**config.mk**
```make
export PLATFORM = sky130hd
export DESIGN_NAME = urp_pcie_crc32_arb
export DESIGN_NICKNAME = d
export VERILOG_FILES = /design/src/rtl/urp_pcie_crc32_arb.sv
export SDC_FILE = /design/constraint.sdc
export NUM_CORES = 1
export LEC_CHECK = 0
export ABC_CLOCK_PERIOD_IN_PS = 11300
export CORE_AREA = 2 2 647 649
export CTS_BUF_LIST = sky130_fd_sc_hd__clkbuf_8 sky130_fd_sc_hd__clkbuf_16
export DETAILED_ROUTE_END_ITERATION = 7
export DIE_AREA = 0 0 649 651
export PLACE_DENSITY_LB_ADDON = 0.12
export SLEW_MARGIN = 20
export SYNTH_ARGS = -nofsm -noshare
export SYNTH_HDL_FRONTEND = slang
export SYNTH_SLANG_ARGS = --single-unit
```
**constraint.sdc**
```tcl
create_clock -name clk -period 11.3 [get_ports clk]
set_input_delay 1.13 -clock clk [delete_from_list [all_inputs] [get_ports clk]]
set_output_delay 1.13 -clock clk [all_outputs]
set_load 0.005 [all_outputs]
```
**src/rtl/urp_pcie_crc32_arb.sv**
```systemverilog
`default_nettype none
// ============================================================================
// Module      : urp_pcie_crc32_arb
// Description : Round-robin arbiter that shares one CRC32 encoder between
//               several TLP sources. Beats are issued on a credit basis so the
//               4-entry result FIFO (data + checksum + requester ID) never
//               overruns, because the encoder itself cannot be stalled.
// Revision    : 1.0 - initial release
// ============================================================================
module urp_pcie_crc32_arb #(
    parameter int NUM_REQ    = 4,
    parameter int DATA_WIDTH = 224,
    parameter int CRC_WIDTH  = 32,
    parameter int ID_WIDTH   = $clog2(NUM_REQ),
    parameter int FIFO_DEPTH = 4
) (
    input  logic                          clk,
    input  logic                          rst_n,
    input  logic [NUM_REQ-1:0]            req_valid_i,
    input  logic [NUM_REQ*DATA_WIDTH-1:0] req_data_i,
    output logic [NUM_REQ-1:0]            req_ready_o,
    output logic                          enc_valid_o,
    output logic [DATA_WIDTH-1:0]         enc_data_o,
    input  logic                          enc_valid_i,
    input  logic [DATA_WIDTH-1:0]         enc_data_i,
    input  logic [CRC_WIDTH-1:0]          enc_checksum_i,
    output logic                          out_valid_o,
    output logic [DATA_WIDTH-1:0]         out_data_o,
    output logic [CRC_WIDTH-1:0]          out_crc_o,
    output logic [ID_WIDTH-1:0]           out_id_o,
    input  logic                          out_ready_i,
    output logic                          err_o
);

    localparam int PTR_W = $clog2(FIFO_DEPTH);
    localparam int CNT_W = PTR_W + 1;

    logic [DATA_WIDTH-1:0] req_data_arr [NUM_REQ];
    logic [ID_WIDTH-1:0]   last_grant;
    logic [ID_WIDTH-1:0]   grant_idx;
    logic [ID_WIDTH:0]     cand;
    logic                  grant_found;
    logic                  issue_ok;
    logic                  handshake;
    logic [CNT_W:0]        credit_use;
    logic [ID_WIDTH-1:0]   id_s1;
    logic                  id_valid_d1;
    logic [ID_WIDTH-1:0]   id_d1;

    logic [CNT_W-1:0]      fifo_count;
    logic [PTR_W-1:0]      wr_ptr;
    logic [PTR_W-1:0]      rd_ptr;
    logic                  fifo_full;
    logic                  pop;
    logic                  push_ok;
    logic                  overflow;
    logic                  orphan;
    logic [ID_WIDTH-1:0]   push_id;
    logic [DATA_WIDTH-1:0] mem_data [FIFO_DEPTH];
    logic [CRC_WIDTH-1:0]  mem_crc  [FIFO_DEPTH];
    logic [ID_WIDTH-1:0]   mem_id   [FIFO_DEPTH];

    // Slice the flat requester bus into one word per requester
    generate
        for (genvar g = 0; g < NUM_REQ; g++) begin : g_unpack
            assign req_data_arr[g] = req_data_i[g*DATA_WIDTH +: DATA_WIDTH];
        end
    endgenerate

    // Every beat either sits in the FIFO or is still travelling through the
    // encoder (one or two stages); all of them hold a FIFO slot.
    assign credit_use = {1'b0, fifo_count}
                      + {{CNT_W{1'b0}}, enc_valid_o}
                      + {{CNT_W{1'b0}}, id_valid_d1};
    assign issue_ok   = credit_use < (CNT_W+1)'(FIFO_DEPTH);

    // Round-robin search starting just after the last granted requester
    always_comb begin
        grant_found = 1'b0;
        grant_idx   = '0;
        cand        = '0;
        for (int k = 1; k <= NUM_REQ; k++) begin
            cand = {1'b0, last_grant} + (ID_WIDTH+1)'(k);
            if (cand >= (ID_WIDTH+1)'(NUM_REQ)) begin
                cand = cand - (ID_WIDTH+1)'(NUM_REQ);
            end
            if (!grant_found && req_valid_i[cand[ID_WIDTH-1:0]]) begin
                grant_found = 1'b1;
                grant_idx   = cand[ID_WIDTH-1:0];
            end
        end
    end

    assign handshake   = grant_found & issue_ok;
    // Gated by rst_n so the combinational grant is quiet while in reset
    assign req_ready_o = (handshake && rst_n) ? (NUM_REQ'(1) << grant_idx) : '0;

    // Issue stage and ID realignment pipeline matching the encoder latency
    always_ff @(posedge clk or negedge rst_n) begin
        if (!rst_n) begin
            enc_valid_o <= 1'b0;
            enc_data_o  <= '0;
            id_s1       <= '0;
            id_valid_d1 <= 1'b0;
            id_d1       <= '0;
            last_grant  <= ID_WIDTH'(NUM_REQ - 1);
        end else begin
            enc_valid_o <= handshake;
            if (handshake) begin
                enc_data_o <= req_data_arr[grant_idx];
                id_s1      <= grant_idx;
                last_grant <= grant_idx;
            end
            id_valid_d1 <= enc_valid_o;
            id_d1       <= id_s1;
        end
    end

    // A full FIFO still accepts a push when the head leaves in the same cycle
    assign fifo_full = (fifo_count == CNT_W'(FIFO_DEPTH));
    assign pop       = out_valid_o & out_ready_i;
    assign push_ok   = enc_valid_i & (~fifo_full | pop);
    assign overflow  = enc_valid_i & fifo_full & ~pop;
    assign orphan    = enc_valid_i & ~id_valid_d1;
    assign push_id   = id_valid_d1 ? id_d1 : '0;

    // FIFO pointers, occupancy and sticky error flag
    always_ff @(posedge clk or negedge rst_n) begin
        if (!rst_n) begin
            fifo_count <= '0;
            wr_ptr     <= '0;
            rd_ptr     <= '0;
            err_o      <= 1'b0;
        end else begin
            if (push_ok) begin
                wr_ptr <= wr_ptr + 1'b1;
            end
            if (pop) begin
                rd_ptr <= rd_ptr + 1'b1;
            end
            if (push_ok && !pop) begin
                fifo_count <= fifo_count + 1'b1;
            end else if (!push_ok && pop) begin
                fifo_count <= fifo_count - 1'b1;
            end
            if (overflow || orphan) begin
                err_o <= 1'b1;
            end
        end
    end

    // FIFO storage; contents are don't-care until written so no reset needed
    always_ff @(posedge clk) begin
        if (push_ok) begin
            mem_data[wr_ptr] <= enc_data_i;
            mem_crc[wr_ptr]  <= enc_checksum_i;
            mem_id[wr_ptr]   <= push_id;
        end
    end

    assign out_valid_o = (fifo_count != '0);
    assign out_data_o  = mem_data[rd_ptr];
    assign out_crc_o   = mem_crc[rd_ptr];
    assign out_id_o    = mem_id[rd_ptr];

endmodule
`default_nettype wire

```
==> summary.md <==
| Metric | Value |
|---|---|
| Outcome | `finished clean` |
| WHS | `around 0.37 ns` |
| Final period utilization | `48.1%` |
| DRT Pass-1 Iters | `7` |
| Slew @ Worst Pin | `1.17 ns` |
| Clock slew at reported path FFs | `roughly 0.06 ns` |
| FFs w/ async S/R, synth | `between 10% and 20%` |
| Crit path max fanout | `95` |
| Initial antenna violation count | `around 260` |
| Buffers & Inverters on Critical Path | `3` |
| Post-CTS sizing | `0` |
| Io pins | `approximately 1600` |
| Num Clock Sinks | `roughly 1300` |
| Row cnt | `237` |
| Worst skew pair latency | `around 0.86 ns` |
| GRT Util Overall | `about 15%` |
| CP Cell Sequence | `buf_12, buf_4, mux4_2, clkdlybuf4s50_1` |
| Leakage | `0.0266 uW` |
| Synth-to-Final Area Change | `53.4%` |
| Mapped Area | `53800 um^2` |
| Most used DFF post-synth | `edfxtp_1` |
| Met2 wire len | `~170 mm` |
| Synth Instances | `about 3200` |
| First-pass GRT wire length | `427 mm` |
| PwrDens | `267 nW/um^2` |
| Critical path arrival | `approximately 4.3 ns` |
| Initial core utilization | `about an eighth` |
| Final Skew | `0.0492 ns` |
| Slowest CP cell | `buf_4` |
| Final ANT Viol Nets | `0` |
| CTS tree | `done` |
| DRC | `0` |
| WL final | `333 mm` |
| Final net count | `6012` |
| Die Footprint | `422000 um^2` |
| Count of different cell masters after synthesis | `between 40 and 50` |
| Sequential element share of the synthesized area | `68.8%` |
| Register area | `between 30000 and 40000 um^2` |
| Core area | `slightly above 400000 um^2` |
| Syn_nets | `about 4400` |
| Final hold vios | `0` |
| CP Launch Point | `rd_ptr[0]` |
| Setup TNS | `0 ns` |
| IO buf count | `1648` |
| CTS Buf Count | `173` |
| Clock Path Buffers | `4` |
| WS Path Type | `flop to primary output` |
| HPWL Detailed | `253 mm` |
| RR Startpoint | `fifo_count[0]` |
| Pin count of the biggest net entering global routing | `approximately 150` |
| Wire length on met3 | `24.8 mm` |
| Wl on met1 | `121 mm` |
| Synth Warn # | `0` |
| Total congestion overflow | `0` |
| Max Transition Viols Final | `0` |
| Gp weighted congestion | `0.850` |
| WL/cell | `31.6 um` |
| Number of synthesized register bits | `~1300` |
| Max IR drop VDD | `around 0.20 mV` |
| Worst setup EP type | `primary output` |
| Via count | `about 39000` |
| Share of cells above drive strength 1 | `roughly 14%` |
| Slew Limit Headroom | `roughly 22%` |
| Count of fill cells added during filler insertion | `between 40000 and 50000` |
| Fmax | `0.184 GHz` |
| # Max-Cap Violations | `0` |
| Post-layout min period | `roughly 5.4 ns` |
| Top delay family on crit path | `buffers and inverters` |
| H-tree levels | `4` |
| DIE WIDTH | `~650 um` |
| RSZ-0062 raised after global routing | `no` |
| Setup Fix Bufs, Post-CTS | `0` |
| Critical Path RT | `between 10 and 15 ns` |
| Iter 0 DRT Violations | `~2900` |
| Critical Path Source Type | `flop` |
| Tightest Hold Check Type | `input pin to async pin` |
| Top sig layer | `met5` |
| Area of the multi-input gates | `15600 um^2` |
| Number of enable flip-flop cells after synthesis | `1032` |
| Final setup violation count | `0` |
| Hold-fix buffers at CTS | `0` |
| Average size of a mapped cell | `16.6 um^2` |
| Vias/cell | `about 3.7` |
| Die height | `around 650 um` |
| Worst path max stage delay | `around 0.76 ns` |
| Root Driver | `clkbuf_16` |
| Vias in the first global route | `between 40000 and 50000` |
-- state kept, by name, indices dropped and copies added (netlist names), 2 cells and up --
name,count
id_d1,2
fifo_count,3
mem_data,896
last_grant,2
mem_id,8
rd_ptr,2
wr_ptr,2
enc_data_o,224
mem_crc,128
id_s1,2
-- placed cells by master, fill, tap and decap left out, drive strengths merged, types with 2 or more instances in the layout --
cell type      netlist  layout
nor3b              240     240
and2                 4       4
nand2                7       7
or3                  2       2
clkinvlp             0       3
a21oi              229     229
ha                   6       6
nor2               229     229
inv                  6      48
mux2i              121     121
o21ai              214     214
dfstp                2       2
dfrtp              238     238
nor2b                4       4
clkinv               0      63
and3                 9       9
mux4               258     258
edfxtp            1032    1032
clkdlybuf4s50        0    1647
xnor2                4       4
a21o                 2       2
clkbuf             148     182
xor2                 2       2
buf                137      69
diode                0      79
a221oi             224     224
nand3                2       2
bufinv               0      18
nand2b               3       3
mux2               105     105
-- layout make-up --
class | count | share of cell area (%)
flip-flops and latches | 1272 | 44.9
repair buffers | 1716 | 20.8
multi-input cells | 1676 | 18.9
well taps | 5497 | 8.34
clock buffers | 182 | 5.44
clock inverters | 126 | 1.35
diodes | 79 | 0.240
inverters | 6 | 0.0364
-- final timing paths --
kind	endpoint	slack, ns	depth (start not counted)
worst max-delay path	out_data_o[11]	5.86	4
worst min-delay path	enc_data_o[98]	0.37	1
worst max register to register	enc_data_o[160]	6.34	10
worst min register to register	id_d1[0]	0.38	0
max in group asynchronous	enc_data_o[158]	8.15	4
min in group clk	id_d1[0]	0.38	0
-- synthesized netlist by cell type (4+ instances only) --
library cell | n | area [um^2]
xnor2_1 | 4 | 35.0
mux2i_1 | 121 | 1210
o21ai_0 | 167 | 836
o21ai_1 | 46 | 230
nor2_1 | 229 | 860
a221oi_1 | 224 | 1960
ha_1 | 6 | 75.1
clkbuf_1 | 147 | 552
dfrtp_1 | 238 | 5960
buf_2 | 100 | 500
nand2_1 | 7 | 26.3
edfxtp_1 | 1032 | 31000
nor3b_1 | 240 | 1800
and3_1 | 9 | 56.3
mux4_2 | 258 | 5810
buf_6 | 5 | 56.3
mux2_2 | 105 | 1180
buf_1 | 25 | 93.8
a21oi_1 | 229 | 1150
inv_1 | 4 | 15.0
buf_4 | 7 | 52.6
-- layer usage --
layer | GRT usage (%) | vias up
met2 | 27.5 | 1657
li1 | - | 16421
met1 | 16.1 | 20432
met4 | 5.91 | 104
met3 | 5.03 | 630
met5 | 0 | -
-- worst register-to-register path, delay by kind of cell, from the launching register on --
kind / cells / cell delay, ns
simple gates: 3 / 0.97
fa+ha+maj: 1 / 0.30
compound gates: 2 / 0.30
buf+inv: 4 / 2.86
flops: 1 / 0.45
-- power by group --
group / internal, uW / total (uW) / switching [uW]
sequential: 6370 / 6920 / 554
clock: 3270 / 5530 / 2260
combinational: 4170 / 9540 / 5370
-- logic make-up (layout without fill, tap and decap cells) --
group | count (synthesis) | in the layout | synth area share (%)
buf+inv | 291 | 2030 | 2.38
other cells | 0 | 79 | 0
fa+ha+maj | 7 | 7 | 0.177
xor+xnor | 6 | 6 | 0.0977
flops | 1272 | 1272 | 68.8
mux | 484 | 484 | 15.3
simple gates | 503 | 503 | 5.32
compound gates | 676 | 676 | 7.96
-- through the flow --
stage	instance area [um^2]	std cells	setup WS (ns)	utilization, %	total power, uW
2_1_floorplan	53800	3239	3.46	-	11200
3_3_place_gp	76700	10165	5.55	18.5	16900
3_5_place_dp	76700	10166	5.48	18.5	16900
4_1_cts	82300	10474	5.56	19.8	22600
5_1_grt	82400	10522	5.45	19.8	23100
6_report	82500	10554	5.86	19.9	22000
Note: power is estimated with default switching activity, not from simulation.
